--- config.mk ---
export PLATFORM = sky130hd
export DESIGN_NAME = subpel_interp_stream
export DESIGN_NICKNAME = d
export VERILOG_FILES = /design/src/rtl/subpel_pkg.sv /design/src/rtl/subpel_interp_stream_fir8.sv /design/src/rtl/subpel_interp_stream.sv
export SDC_FILE = /design/constraint.sdc
export NUM_CORES = 2
export LEC_CHECK = 0
export CAP_MARGIN = 0
export CORE_ASPECT_RATIO = 1.75
export CORE_MARGIN = 2
export CORE_UTILIZATION = 55
export CTS_CLUSTER_SIZE = 25
export DETAILED_ROUTE_END_ITERATION = 12
export DONT_BUFFER_PORTS = 1
export GPL_TIMING_DRIVEN = 0
export PLACE_DENSITY = 0.7
export SLEW_MARGIN = 20
export SYNTH_ARGS = -nofsm -noshare
export SYNTH_HDL_FRONTEND = slang
export SYNTH_HIERARCHICAL = 1
export SYNTH_SLANG_ARGS = --single-unit
export TNS_END_PERCENT = 100
--- constraint.sdc ---
create_clock -name clock -period 26.2 [get_ports clock]
set_input_delay 1.31 -clock clock [delete_from_list [all_inputs] [get_ports clock]]
set_output_delay 1.31 -clock clock [all_outputs]
set_load 0.01 [all_outputs]
--- src/rtl/subpel_pkg.sv ---
// ----------------------------------------------------------------------------
// subpel_pkg: shared types and coefficient tables for the sub-pel interpolator
// Rev 1.0
// ----------------------------------------------------------------------------
`default_nettype none

package subpel_pkg;

  typedef logic signed [7:0] coef_t;
  typedef coef_t coefSet_t [8];

  typedef enum logic [1:0] {
    FILL   = 2'd0,
    STREAM = 2'd1,
    FLUSH  = 2'd2
  } state_t;

  localparam int ROUND = 32;
  localparam int SHIFT = 6;

  // Index j multiplies p[n-3+j]; every set sums to 64.
  localparam coefSet_t c_EXACT_A  = '{-8'sd1, 8'sd4, -8'sd10, 8'sd58, 8'sd17, -8'sd5, 8'sd1, 8'sd0};
  localparam coefSet_t c_EXACT_B  = '{-8'sd1, 8'sd4, -8'sd11, 8'sd40, 8'sd40, -8'sd11, 8'sd4, -8'sd1};
  localparam coefSet_t c_EXACT_C  = '{8'sd0, 8'sd1, -8'sd5, 8'sd17, 8'sd58, -8'sd10, 8'sd4, -8'sd1};

  localparam coefSet_t c_APPROX_A = '{8'sd0, 8'sd0, -8'sd8, 8'sd56, 8'sd16, 8'sd0, 8'sd0, 8'sd0};
  localparam coefSet_t c_APPROX_B = '{8'sd0, 8'sd0, -8'sd8, 8'sd40, 8'sd40, -8'sd8, 8'sd0, 8'sd0};
  localparam coefSet_t c_APPROX_C = '{8'sd0, 8'sd0, 8'sd0, 8'sd16, 8'sd56, -8'sd8, 8'sd0, 8'sd0};

endpackage

`default_nettype wire

--- src/rtl/subpel_interp_stream_fir8.sv ---
// ----------------------------------------------------------------------------
// subpel_fir8: combinational 8-tap dot product with rounding and pixel clip
// Rev 1.0
// ----------------------------------------------------------------------------
`default_nettype none

module subpel_fir8
  import subpel_pkg::*;
#(
  parameter int PIX_W = 8,
  parameter int ACC_W = PIX_W + 8
) (
  input  logic [PIX_W-1:0] window [8],
  input  coefSet_t         coef,
  output logic [PIX_W-1:0] result
);

  localparam logic signed [ACC_W-1:0] c_PIX_MAX = ACC_W'((1 << PIX_W) - 1);

  logic signed [ACC_W-1:0] w_prod [8];
  logic signed [ACC_W-1:0] w_sum;
  logic signed [ACC_W-1:0] w_scaled;

  // window[0] is the newest pixel, so tap j reads window[7-j].
  for (genvar j = 0; j < 8; j++) begin : g_tap
    assign w_prod[j] = $signed(ACC_W'($signed({1'b0, window[7-j]}))) *
                       $signed(ACC_W'(coef[j]));
  end

  always_comb begin
    w_sum = ACC_W'(ROUND);
    for (int j = 0; j < 8; j++) begin
      w_sum = w_sum + w_prod[j];
    end
  end

  assign w_scaled = w_sum >>> SHIFT;

  always_comb begin
    if (w_scaled[ACC_W-1]) begin
      result = '0;
    end else if (w_scaled > c_PIX_MAX) begin
      result = '1;
    end else begin
      result = w_scaled[PIX_W-1:0];
    end
  end

endmodule

`default_nettype wire

--- src/rtl/subpel_interp_stream.sv ---
// ----------------------------------------------------------------------------
// subpel_interp_stream: streaming 1-D 8-tap quarter/half/three-quarter pel filter
// Rev 1.0
// ----------------------------------------------------------------------------
`default_nettype none

module subpel_interp_stream
  import subpel_pkg::*;
#(
  parameter int PIX_W    = 8,
  parameter int LINE_LEN = 16,
  parameter int ACC_W    = PIX_W + 8
) (
  input  logic             clock,
  input  logic             reset_n,
  input  logic             in_valid,
  output logic             in_ready,
  input  logic [PIX_W-1:0] in_pix,
  input  logic             approx,
  output logic             out_valid,
  input  logic             out_ready,
  output logic [PIX_W-1:0] out_a,
  output logic [PIX_W-1:0] out_b,
  output logic [PIX_W-1:0] out_c,
  output logic             out_last
);

  localparam int                 c_COL_W    = $clog2(LINE_LEN);
  localparam logic [c_COL_W-1:0] c_LAST_COL = c_COL_W'(LINE_LEN - 1);
  localparam logic [c_COL_W-1:0] c_FILL_END = c_COL_W'(3);

  state_t             r_state;
  logic [c_COL_W-1:0] r_col;
  logic [1:0]         r_flushCnt;
  logic               r_approxSel;
  logic               r_active;
  logic [PIX_W-1:0]   r_window [8];

  logic               w_adv;
  logic               w_accept;
  logic [PIX_W-1:0]   w_shiftIn;
  logic [PIX_W-1:0]   w_shifted [8];
  logic [PIX_W-1:0]   w_nextA;
  logic [PIX_W-1:0]   w_nextB;
  logic [PIX_W-1:0]   w_nextC;
  coefSet_t           w_coefA;
  coefSet_t           w_coefB;
  coefSet_t           w_coefC;

  assign w_adv     = !out_valid || out_ready;
  // r_active keeps in_ready low while reset is asserted and for the cycle after.
  assign in_ready  = r_active && w_adv && (r_state != FLUSH);
  assign w_accept  = in_valid && in_ready;
  assign w_shiftIn = (r_state == FLUSH) ? r_window[0] : in_pix;

  always_comb begin
    w_shifted[0] = w_shiftIn;
    for (int i = 1; i < 8; i++) begin
      w_shifted[i] = r_window[i-1];
    end
  end

  always_comb begin
    if (r_approxSel) begin
      w_coefA = c_APPROX_A;
      w_coefB = c_APPROX_B;
      w_coefC = c_APPROX_C;
    end else begin
      w_coefA = c_EXACT_A;
      w_coefB = c_EXACT_B;
      w_coefC = c_EXACT_C;
    end
  end

  subpel_fir8 #(.PIX_W(PIX_W), .ACC_W(ACC_W)) u_firA (
    .window (w_shifted),
    .coef   (w_coefA),
    .result (w_nextA)
  );

  subpel_fir8 #(.PIX_W(PIX_W), .ACC_W(ACC_W)) u_firB (
    .window (w_shifted),
    .coef   (w_coefB),
    .result (w_nextB)
  );

  subpel_fir8 #(.PIX_W(PIX_W), .ACC_W(ACC_W)) u_firC (
    .window (w_shifted),
    .coef   (w_coefC),
    .result (w_nextC)
  );

  always_ff @(posedge clock or negedge reset_n) begin
    if (!reset_n) begin
      r_state     <= FILL;
      r_col       <= '0;
      r_flushCnt  <= '0;
      r_approxSel <= 1'b0;
      r_active    <= 1'b0;
      for (int i = 0; i < 8; i++) begin
        r_window[i] <= '0;
      end
      out_valid   <= 1'b0;
      out_last    <= 1'b0;
      out_a       <= '0;
      out_b       <= '0;
      out_c       <= '0;
    end else begin
      r_active <= 1'b1;
      if (w_adv) begin
        out_valid <= 1'b0;
        out_last  <= 1'b0;
      end
      case (r_state)
        FILL: begin
          if (w_accept) begin
            // Pixel 0 preloads the whole window, giving left-edge replication.
            if (r_col == '0) begin
              for (int i = 0; i < 8; i++) begin
                r_window[i] <= in_pix;
              end
              r_approxSel <= approx;
            end else begin
              for (int i = 0; i < 8; i++) begin
                r_window[i] <= w_shifted[i];
              end
            end
            r_col <= r_col + c_COL_W'(1);
            if (r_col == c_FILL_END) begin
              r_state <= STREAM;
            end
          end
        end
        STREAM: begin
          if (w_accept) begin
            for (int i = 0; i < 8; i++) begin
              r_window[i] <= w_shifted[i];
            end
            out_a     <= w_nextA;
            out_b     <= w_nextB;
            out_c     <= w_nextC;
            out_valid <= 1'b1;
            if (r_col == c_LAST_COL) begin
              r_col   <= '0;
              r_state <= FLUSH;
            end else begin
              r_col <= r_col + c_COL_W'(1);
            end
          end
        end
        FLUSH: begin
          if (w_adv) begin
            for (int i = 0; i < 8; i++) begin
              r_window[i] <= w_shifted[i];
            end
            out_a      <= w_nextA;
            out_b      <= w_nextB;
            out_c      <= w_nextC;
            out_valid  <= 1'b1;
            r_flushCnt <= r_flushCnt + 2'd1;
            if (r_flushCnt == 2'd3) begin
              out_last <= 1'b1;
              r_state  <= FILL;
            end
          end
        end
        default: r_state <= FILL;
      endcase
    end
  end

endmodule

`default_nettype wire

==> summary.md <==
| Metric | Value |
|---|---|
| Status | completed |
| Simple-gate area share of the yosys netlist | 0.1544 |
| Library cell appearing most often on the critical path | sky130_fd_sc_hd__fa_1 |
| Crit share post-route | 0.4032 |
| HPWL Detailed | roughly 120 mm |
| Final setup viols | 0 |
| Fraction of post-synthesis cell area in the top cell type by area | 0.4837 |
| Warnings, synthesis | 6 |
| Delay of the slowest cell on the worst path | roughly 0.99 ns |
| Post-CTS sizing | 0 |
| Drt via density | around 4.7 |
| Post-CTS setup buffers | 0 |
| Complex-gate fraction of the synthesized area | 0.01940 |
| Min Tclk post-route | roughly 11 ns |
| Clk sinks | between 90 and 100 |
| Most area-consuming cells after synthesis | sky130_fd_sc_hd__fa_1 (48%), sky130_fd_sc_hd__ha_1 (15%), sky130_fd_sc_hd__inv_1 (11%) |
| Worst-case headroom to the max-slew limit | 0.2604 |
| Number of buffers added on ports | 0 |
| Area of the placeable core | about 100000 µm² |
| Arithmetic-cell share of the synthesized area counting full adders, half adders and majority gates | 0.6310 |
| CTS max path bufs | 2 |
| Element type at the critical path start | flop |
| Number of cell instances on the worst register-to-register path | 30 |
| Master cell of the clock root buffer | sky130_fd_sc_hd__clkbuf_16 |
| Grt total ovfl | 0 |
| Multiplexer area fraction after synthesis | 0.01720 |
| Yosys top cell by area | sky130_fd_sc_hd__fa_1 |
| Net count reported at finish | 9166 |
| Overall via count from detail_route | a little under 40000 |
| Transition at the pin with the smallest max-transition slack | around 1.1 ns |
| Sequential element share of the synthesized area | 0.03970 |
| Final Hold Fails | 0 |
| Via count of the first global-routing pass | roughly 44000 |
| Initial drt markers | around 1600 |
| Endpoint arrival time on the critical path | ~11 ns |
| Maximum fanout along the worst path | 24 |
| Worst Clk Skew | about 0.035 ns |
| RSZ-0062 raised after global routing | no |
| Max-cap violations | 0 |
| Cell type of the slowest stage on the worst timing path | sky130_fd_sc_hd__mux2_2 |
| Number of buffers created by CTS | 9 |
| Pin count of the biggest net entering global routing | roughly 160 |
| Largest family of logic cells by synthesized area | adder cells |
| Worst endpoint required time | approximately 27 ns |
| Insertion delay of the later-clocked pin in the worst-skew pair | roughly 0.43 ns |
| Main flop type after synthesis | sky130_fd_sc_hd__dfrtp_1 |
| Pins over their slew limit | 0 |
| Worst hold slack across all endpoints | ~0.50 ns |
| Die extent in x | roughly 250 µm |
| Post-synthesis average cell area | around 9.6 µm² |
| Ratio of cells with drive above 1 in the final layout | 0.02856 |
| Remaining routing DRC violations | 0 |
| Full die area | around 110000 µm² |
| Unique masters post-synth | slightly below 70 |
| Starting Density | 0.5549 |
| Post-DRT Antenna Nets | 0 |
| Register clock-pin slew on the reported worst setup and hold paths | approximately 0.11 ns |
| Depth of the worst hold-timing path | 1 |
| Share of flip-flops with an asynchronous set or reset after synthesis | 1.000 |
| Antenna violations before repair | 3 |
| Number of standard-cell rows in the floorplan | roughly 160 |
| Xor/xnor share of the synthesized area | 0.02080 |
| Flip-flop and latch count after synthesis | 92 |
| CTS Hold Buffers Added | 0 |
| Final wirelength | around 140 mm |
| Worst hold-check path type | reg2reg |
| Number of synthesized flops with an enable pin | 0 |
| Post-synthesis to final-layout area growth | 11.37% |
| Clock tree from TritonCTS | built |
| Category of the critical setup timing path | reg2reg |
| First-pass GRT wire length | ~240 mm |
| Number of levels in the clock H-tree | 3 |
| Upper clock frequency limit | 94.66 MHz |
| Commonest cells after routing, fill and taps aside | sky130_fd_sc_hd__inv_1 (1765), sky130_fd_sc_hd__fa_1 (1401), sky130_fd_sc_hd__conb_1 (1021) |
| Final TNS setup | 0 ns |
| Global placer's final weighted congestion | around 0.92 |
| Most common cell after layout, fill and taps aside | sky130_fd_sc_hd__inv_1 |
| Die height | approximately 430 µm |
| First-pass DRT Iterations | 5 |
| Post-synthesis cell area | roughly 58000 µm² |
| Syn Inst Count | roughly 6000 |
| Total global-route track usage | 0.2869 |
| Number of ports placed on the die boundary | 40 |
| Nature of the critical path endpoint | flop |
| Routed length per placed instance | about 17 µm |
## sequential cells by signal (all words and copies together) (netlist names), named ones only
| signal | cells |
|---|---|
| out_a | 8 |
| out_b | 8 |
| out_c | 8 |
| out_valid | 1 |
| r_active | 1 |
| r_approxSel | 1 |
| r_col | 4 |
| r_flushCnt | 2 |
| r_state | 2 |
| r_window | 56 |
## cell usage after synthesis (9+ instances only)
cell / n
sky130_fd_sc_hd__nor2_1: 17
sky130_fd_sc_hd__nor2b_1: 132
sky130_fd_sc_hd__xor2_1: 21
sky130_fd_sc_hd__mux2_2: 45
sky130_fd_sc_hd__dfrtp_1: 92
sky130_fd_sc_hd__nand2_1: 535
sky130_fd_sc_hd__ha_1: 683
sky130_fd_sc_hd__nand4_1: 9
sky130_fd_sc_hd__fa_1: 1401
sky130_fd_sc_hd__nand2b_1: 60
sky130_fd_sc_hd__mux2i_1: 49
sky130_fd_sc_hd__inv_1: 1766
sky130_fd_sc_hd__nand3_1: 12
sky130_fd_sc_hd__and2_0: 9
sky130_fd_sc_hd__a21oi_1: 78
sky130_fd_sc_hd__buf_2: 14
sky130_fd_sc_hd__xnor2_1: 95
sky130_fd_sc_hd__a2111oi_1: 12
sky130_fd_sc_hd__and2_1: 838
## cell type report
cell class / count / area, µm²
antenna: 4 / 10.01
buffer: 33 / 173.9
clock buffer: 9 / 225.2
clock inverter: 7 / 102.6
fill: 9021 / 39920
inverter: 1767 / 6640
multi-input combinational: 5137 / 52730
sequential: 92 / 2372
tap: 1351 / 1690
timing repair buffer: 29 / 640.6
## routing by layer
metal,GRT usage,vias to the layer above,share of wire
met1,0.3543,19950,0.39
met5,0,-,0.000083
li1,-,18480,-
met4,0.1231,2,0.051
met3,0.02112,261,0.034
met2,0.5180,758,0.52
## per-stage QoR
stage	std cells	utilization	worst slack, ns	instance area, µm²
after floorplan	7029	-	11.67	61810
after global placement	8380	0.6077	6.096	63500
after detailed placement	8409	0.6147	15.80	64240
after CTS	8425	0.6178	15.77	64570
after global routing	8427	0.6179	15.20	64580
final	8429	0.6180	15.64	64580
## logic make-up (layout without fill, tap and decap cells)
group                      Yosys count  after routing
adders and majority gates         2084           2084
other                                2           1025
muxes                               94             94
AOI/OAI and AO/OA                  164            164
and+or+nand+nor                   1649           1649
buffers and inverters             1800           1845
xor gates and xnor gates           125            125
DFF                                 92             92
## worst paths after layout
kind	slack (ns)	start	endpoint
min in group asynchronous	0.58	reset_n	r_col[0]
max	15.64	r_state[0]	out_c[4]
max in group asynchronous	25.39	reset_n	out_b[5]
min	0.50	r_flushCnt[0]	r_flushCnt[0]
min reg2reg	0.50	r_flushCnt[0]	r_flushCnt[0]
max reg2reg	15.64	r_state[0]	out_c[4]
## critical path, delay by kind of cell (launching register included)
family	cells	cell delay (ns)
mux	2	1.24
compound gates	6	2.09
buf+inv	8	0.95
simple gates	2	0.28
fa+ha+maj	12	5.49
flops	1	0.44
Power is not shown: default switching activity piles up to over one toggle a cycle in this logic, so the estimate is an artifact.
